### src/rtl/subtrator_serial.sv
// Bit-serial a - b - bin, LSB first; done pulses WIDTH edges after the accepting edge.
// No backpressure: start is ignored while busy, and results hold until the next completion.
module subtrator_serial #(
    parameter int WIDTH = 4
) (
    input  logic             clk,
    input  logic             rst_n,
    input  logic             start,
    input  logic [WIDTH-1:0] a,
    input  logic [WIDTH-1:0] b,
    input  logic             bin,
    output logic             busy,
    output logic             done,
    output logic [WIDTH-1:0] d,
    output logic             bout,
    output logic             zero
);

    localparam int CW = $clog2(WIDTH + 1);
    localparam logic [CW-1:0] LAST_BIT = CW'(WIDTH - 1);

    typedef enum logic [1:0] {
        IDLE = 2'd0,
        RUN  = 2'd1,
        DONE = 2'd2
    } state_t;

    state_t           state_q, state_d;
    logic [WIDTH-1:0] a_sr_q, a_sr_d;
    logic [WIDTH-1:0] b_sr_q, b_sr_d;
    logic [WIDTH-1:0] r_sr_q, r_sr_d;
    logic             c_q, c_d;
    logic [CW-1:0]    cnt_q, cnt_d;
    logic [WIDTH-1:0] d_q, d_d;
    logic             bout_q, bout_d;
    logic             zero_q, zero_d;

    logic             ai, bi, diff, c_next;
    logic [WIDTH-1:0] r_next;

    // Single full-subtractor cell.
    always_comb begin
        ai     = a_sr_q[0];
        bi     = b_sr_q[0];
        diff   = ai ^ bi ^ c_q;
        c_next = (~ai & bi) | (~(ai ^ bi) & c_q);
        r_next = {diff, r_sr_q[WIDTH-1:1]};
    end

    always_comb begin
        state_d = state_q;
        a_sr_d  = a_sr_q;
        b_sr_d  = b_sr_q;
        r_sr_d  = r_sr_q;
        c_d     = c_q;
        cnt_d   = cnt_q;
        d_d     = d_q;
        bout_d  = bout_q;
        zero_d  = zero_q;

        case (state_q)
            IDLE, DONE: begin
                if (start) begin
                    a_sr_d  = a;
                    b_sr_d  = b;
                    c_d     = bin;
                    cnt_d   = '0;
                    state_d = RUN;
                end else begin
                    state_d = IDLE;
                end
            end
            RUN: begin
                a_sr_d = a_sr_q >> 1;
                b_sr_d = b_sr_q >> 1;
                r_sr_d = r_next;
                c_d    = c_next;
                cnt_d  = cnt_q + CW'(1);
                // Outputs are published in one shot so they are never seen half-updated.
                if (cnt_q == LAST_BIT) begin
                    d_d     = r_next;
                    bout_d  = c_next;
                    zero_d  = (r_next == '0);
                    state_d = DONE;
                end
            end
            default: state_d = IDLE;
        endcase
    end

    always_ff @(posedge clk or negedge rst_n) begin
        if (!rst_n) begin
            state_q <= IDLE;
            a_sr_q  <= '0;
            b_sr_q  <= '0;
            r_sr_q  <= '0;
            c_q     <= 1'b0;
            cnt_q   <= '0;
            d_q     <= '0;
            bout_q  <= 1'b0;
            zero_q  <= 1'b1;
        end else begin
            state_q <= state_d;
            a_sr_q  <= a_sr_d;
            b_sr_q  <= b_sr_d;
            r_sr_q  <= r_sr_d;
            c_q     <= c_d;
            cnt_q   <= cnt_d;
            d_q     <= d_d;
            bout_q  <= bout_d;
            zero_q  <= zero_d;
        end
    end

    assign busy = (state_q == RUN);
    assign done = (state_q == DONE);
    assign d    = d_q;
    assign bout = bout_q;
    assign zero = zero_q;

endmodule

### config.mk
export PLATFORM = sky130hd
export DESIGN_NAME = subtrator_serial
export DESIGN_NICKNAME = d
export VERILOG_FILES = /design/src/rtl/subtrator_serial.sv
export SDC_FILE = /design/constraint.sdc
export NUM_CORES = 1
export LEC_CHECK = 0
export ABC_CLOCK_PERIOD_IN_PS = 1700
export CAP_MARGIN = 20
export CORE_AREA = 2 2 54 56
export CTS_CLUSTER_DIAMETER = 50
export DETAILED_ROUTE_END_ITERATION = 6
export DIE_AREA = 0 0 56 58
export GPL_ROUTABILITY_DRIVEN = 0
export HOLD_SLACK_MARGIN = 0.05
export PLACE_DENSITY = 0.71
export SKIP_LAST_GASP = 1
export SLEW_MARGIN = 20
export SYNTH_ARGS = -nofsm -noshare
export SYNTH_HDL_FRONTEND = slang
export SYNTH_SLANG_ARGS = --single-unit
export TNS_END_PERCENT = 100
### constraint.sdc
create_clock -name clk -period 1.7 [get_ports clk]
set_clock_uncertainty 0.2 [all_clocks]
set_input_delay 0.255 -clock clk [delete_from_list [all_inputs] [get_ports clk]]
set_output_delay 0.255 -clock clk [all_outputs]
set_load 0.01 [all_outputs]
Word-level counts from Yosys, hierarchy flattened
Index checks and enable logic that the tools add are counted.
- add/subtract/negate cells: 1
- multiply operators: 0
- div/mod/pow operators: 0
- magnitude comparators: 0
- equal/unequal tests: 5
- shift operators: 0
- multiplexer cells: 11
- bitwise logic cells: 7
- reductions and logical operators: 6
- operator list (cell ; number):
    $pmux W4 S2 ; 2
    $mux W4 ; 2
    $pmux W3 S2 ; 1
    $logic_not A4 Y1 ; 1
    $pmux W2 S2 ; 1
    $reduce_and A2 Y1 ; 2
    $add A3 B1 Y3 const B ; 1
    $eq A3 B2 Y1 const B ; 1
    $mux W3 ; 1
    $and A1 B1 Y1 ; 2
    $eq A2 B1 Y1 const B ; 1
    $eq A2 B2 Y1 const B ; 1
    $logic_not A2 Y1 ; 1
    $mux W1 ; 2
    $mux W2 ; 1
    $ne A2 B1 Y1 const B ; 1
    $ne A2 B2 Y1 const B ; 1
    $not A1 Y1 ; 2
    $pmux W1 S2 ; 1
    $reduce_bool A2 Y1 ; 1
    $reduce_or A2 Y1 ; 1
    $xor A1 B1 Y1 ; 2
    $or A1 B1 Y1 ; 1
- flip-flop bits (word level): 24
- bits in latches: 0
- bits in writable memories: 0
- ROM bits: 0
- input bits: 12
- word-level logic and storage cells: 39
- memories kept: 0

Depth between registers and ports, before layout
- depth in word-level cells: 5
- mapped depth: 4
- depth with buffers taken out: 4

Worst setup path before layout
OpenSTA, ideal clock, no wires.
- path type: register to register
- start: reg cnt_q[0]
- end: reg d_q[3], in the netlist d[3]
- arrival time: 1230 ps
- required time: 1375 ps
- slack: 145 ps
- stages on the path, launching flop included: 5
- path buffers: 0
- period minus slack after synthesis: 1555 ps
- path through: dfrtp_1 -> ha_1 -> ha_1 -> nand3b_4 -> mux2_4
- word-level cells in the longest chain between the ends: 2
- ends and longest elaborated chain (item ; RTL line ; RTL):
    from (decl) ; 33 ; logic [CW-1:0] cnt_q, cnt_d;
    from (signal assigned) ; 108 ; cnt_q <= cnt_d;
    $eq A3 B2 Y1 ; 80 ; if (cnt_q == LAST_BIT) begin
    $reduce_and A2 Y1 (no line) ; - ;
    to (signal assigned) ; 99 ; d_q <= '0;
    to (signal assigned) ; 109 ; d_q <= d_d;
    to (decl) ; 34 ; logic [WIDTH-1:0] d_q, d_d;
Every way passes these cells.
A chain may end at the register's enable or synchronous reset.

Final worst setup path
- start: reg state_q[1]
- end: reg d_q[0], in the netlist d[0]
- word-level cells in the longest chain between the ends: 2
- ends and longest elaborated chain (item ; RTL line ; RTL):
    from (decl) ; 28 ; state_t state_q, state_d;
    from (signal assigned) ; 103 ; state_q <= state_d;
    $eq A2 B1 Y1 ; 61 ; case (state_q)
    $reduce_and A2 Y1 (no line) ; - ;
Every way passes these cells.

==> metrics.md <==
| Metric | Value |
|---|---|
| Status | `complete, but fails checks` |
| Violated checks | `setup timing` |
| Routed wire length per instance | `roughly 15 um` |
| Rel. slew slack | `0.7365` |
| Gr usage total | `0.1490` |
| Max frequency | `around 0.58 GHz` |
| CP Max Fanout | `10` |
| Register-to-register setup slack | `-0.02 ns` |
| RSZ-0062 raised after global routing | `yes` |
| Initial antenna violation count | `0` |
| Ys async rst share | `1.000` |
| Hold Vio Cnt, Final | `0` |
| Share of layout cells above drive strength 1 | `0.3000` |
| Mapped Cells | `87` |
| Dpl ws | `0.001920 ns` |
| Overflow after GRT | `0` |
| Yosys warns | `0` |
| EDFF count, synth | `0` |
| Worst Path Arrival | `approximately 1.7 ns` |
| CTS Buf Count | `3` |
| CP startpoint | `state_q[1]$_DFFE_PN0P_` |
| Area growth, synth to finish | `31.44%` |
| Worst-case clock buffer depth | `2` |
| Inst Count DP | `140` |
| CP delay by family, top | `buffers and inverters` |
| Fin nets | `136` |
| Cells traversed along the worst timing path | `buf_4, buf_4, buf_4, nand3b_4, mux2_4` |
| Tightest Hold Check Type | `reg -> reg` |
| First-pass GRT wire length | `3705 um` |
| Initial Utilization | `0.4380` |
| Drt first pass iters | `4` |
| Slew at the pin with the worst max-slew slack | `0.3940 ns` |
| Pins Over Slew Limit | `0` |
| Area of the die | `3248 um2` |
| Non-filler cells, final | `151` |
| R2R Path Start | `state_q[1]$_DFFE_PN0P_` |
| Fillers | `239` |
| Post-Syn Area | `around 1200 um2` |
| Commonest non-fill, non-tap cells in the layout | `dfrtp_1, mux2i_1, buf_4` |
| Dpl hpwl | `1601 um` |
| Number of remaining DRC errors | `0` |
| Syn_area_per_cell | `13.40 um2` |
| Vias in the first global route | `797` |
| Pwr Density | `1691 nW/um2` |
| TNS Setup | `-0.07404 ns` |
| IO Pins | `20` |
| CP required | `1.70 ns` |
| Register bit total from synthesis | `23` |
| Leading area contributor after synthesis | `dfrtp_1` |
| Sequential element share of the synthesized area | `0.4946` |
| Critical setup path kind | `reg -> reg` |
| Total Routed Length | `2195 um` |
| Starting DRT DRC Count | `4` |
| Overall die width | `56 um` |
| Maxcap violations | `0` |
| Setup violations, final | `4` |
| Commonest non-fill, non-tap cell in the layout | `dfrtp_1` |
| Worst IR Drop VDD | `around 0.00097 V` |
| CTS Sinks | `23` |
| Slowest stage cell, crit path | `dfrtp_1` |
| Input/output buffers | `19` |
| Worst setup SP type | `flop` |
| Crit-path most repeated cell | `buf_4` |
| CP bufs+invs | `3` |
| Core Box Area | `2663 um2` |
| FF-to-FF path depth | `5` |
| Synth area leaders | `dfrtp_1, mux2i_1, mux2_4` |
| Vias | `about 800` |
| CP endpoint kind | `flop` |
| FP Rows | `19` |
| Setup crit end | `d[0]$_DFFE_PN0P_` |
| Clk Tree Root Cell | `clkbuf_4` |
| Ys flop type | `dfrtp_1` |
| H-tree depth | `1` |
| Hold WS | `roughly 0.32 ns` |
| Vias per cell | `5.318` |
| CP Depth | `5` |
| Top cell type's share of synthesized area | `0.4721` |
| Clk slew on worst S/H paths | `0.12 ns` |
| Netlist cell types | `27` |
| Syn nets | `102` |
| R2R Path End | `d[0]$_DFFE_PN0P_` |
| Clk_lat worst skew | `0.31 ns` |
| Largest net degree at the start of global routing | `13` |
| Final worst path period share | `1.012` |
| Die Ht | `just under 60 um` |
| Critical path's largest stage delay | `0.41 ns` |
| Fin crit period | `approximately 1.7 ns` |
| Leak | `~0.80 nW` |
| TritonCTS clock tree | `yes` |
| Antenna viol nets, final | `0` |
| Antenna fix cells | `0` |
| Final Worst Setup Slack | `-0.02112 ns` |
## per-stage QoR
step,cell area [um2],total power (W),utilization
final,1533,0.002592,0.5757
after global routing,1533,0.002790,0.5757
after CTS,1484,0.002566,0.5573
after detailed placement,1428,0.002269,0.5362
after global placement,1428,0.002207,0.5362
after floorplan,1166,0.001850,-
## worst min-delay path by stage
stage | endpoint | cells past startpoint | start
2_1_floorplan | a_sr_q[0]$_DFFE_PN0P_ | 0 | rst_n
3_3_place_gp | a_sr_q[3]$_DFFE_PN0P_ | 1 | a_sr_q[3]$_DFFE_PN0P_
3_5_place_dp | b_sr_q[3]$_DFFE_PN0P_ | 1 | b_sr_q[3]$_DFFE_PN0P_
4_1_cts | d[1]$_DFFE_PN0P_ | 1 | d[1]$_DFFE_PN0P_
5_1_grt | d[1]$_DFFE_PN0P_ | 1 | d[1]$_DFFE_PN0P_
6_report | d[1]$_DFFE_PN0P_ | 1 | d[1]$_DFFE_PN0P_
## report_power, final
part | leakage [nW] | total (W) | switching [W] | internal [W]
sequential | 0.280 | 0.000988 | 0.000182 | 0.000806
combinational | 0.509 | 0.00135 | 0.000554 | 0.000799
clock | 0.0150 | 0.000251 | 0.000159 | 0.0000916
## Yosys cell counts, types with 2 or more instances
master	number
dfrtp_1	22
mux2i_1	13
inv_1	7
mux2_4	6
nor3b_1	5
a311oi_1	3
and3b_1	3
mux2_2	3
a22o_1	2
a31o_2	2
buf_2	2
buf_6	2
ha_1	2
nor2b_1	2
## repair_timing
item | in CTS | in global routing
hold endpoints to repair | 5 | 0
pin swaps | 0 | 1
resized for setup | 5 | 8
buffers inserted | 1 | 5
hold buffers | 1 | 0
setup endpoints to repair | 4 | 9
gates cloned | 0 | 0
## kinds of logic after synthesis
logic type	share of synthesized area
DFF	0.4946
muxes	0.2178
and+or+nand+nor	0.1159
buffers and inverters	0.06224
AOI/OAI and AO/OA	0.06331
adders and majority gates	0.03862
xor gates and xnor gates	0.007512
## flip-flops by register name, indices dropped and copies added, names as in the netlist
signal,count
zero,1
d,4
c_q,1
state_q,2
a_sr_q,4
b_sr_q,4
cnt_q,3
r_sr_q,3
bout,1
## cell type report
class,instances,area (um2),share of cell area
Inverter,8,32.53,0.02122
Multi-Input combinational cell,51,530.5,0.3461
Timing Repair Buffer,34,326.6,0.2131
Sequential cell,23,578.1,0.3771
Tap cell,31,38.79,0.02531
Clock buffer,4,26.28,0.01714
## routing by layer
metal | part of all wire | vias to the layer above | GRT usage | wire length, um
li1 | - | 376 | - | -
met1 | 0.44 | 405 | 0.1873 | 969
met2 | 0.51 | 20 | 0.2504 | 1118
met3 | 0.044 | 2 | 0.02679 | 96
met4 | 0.0046 | 0 | 0.07143 | 10
met5 | 0 | - | 0 | 0
(Power assumes the default switching activity.)
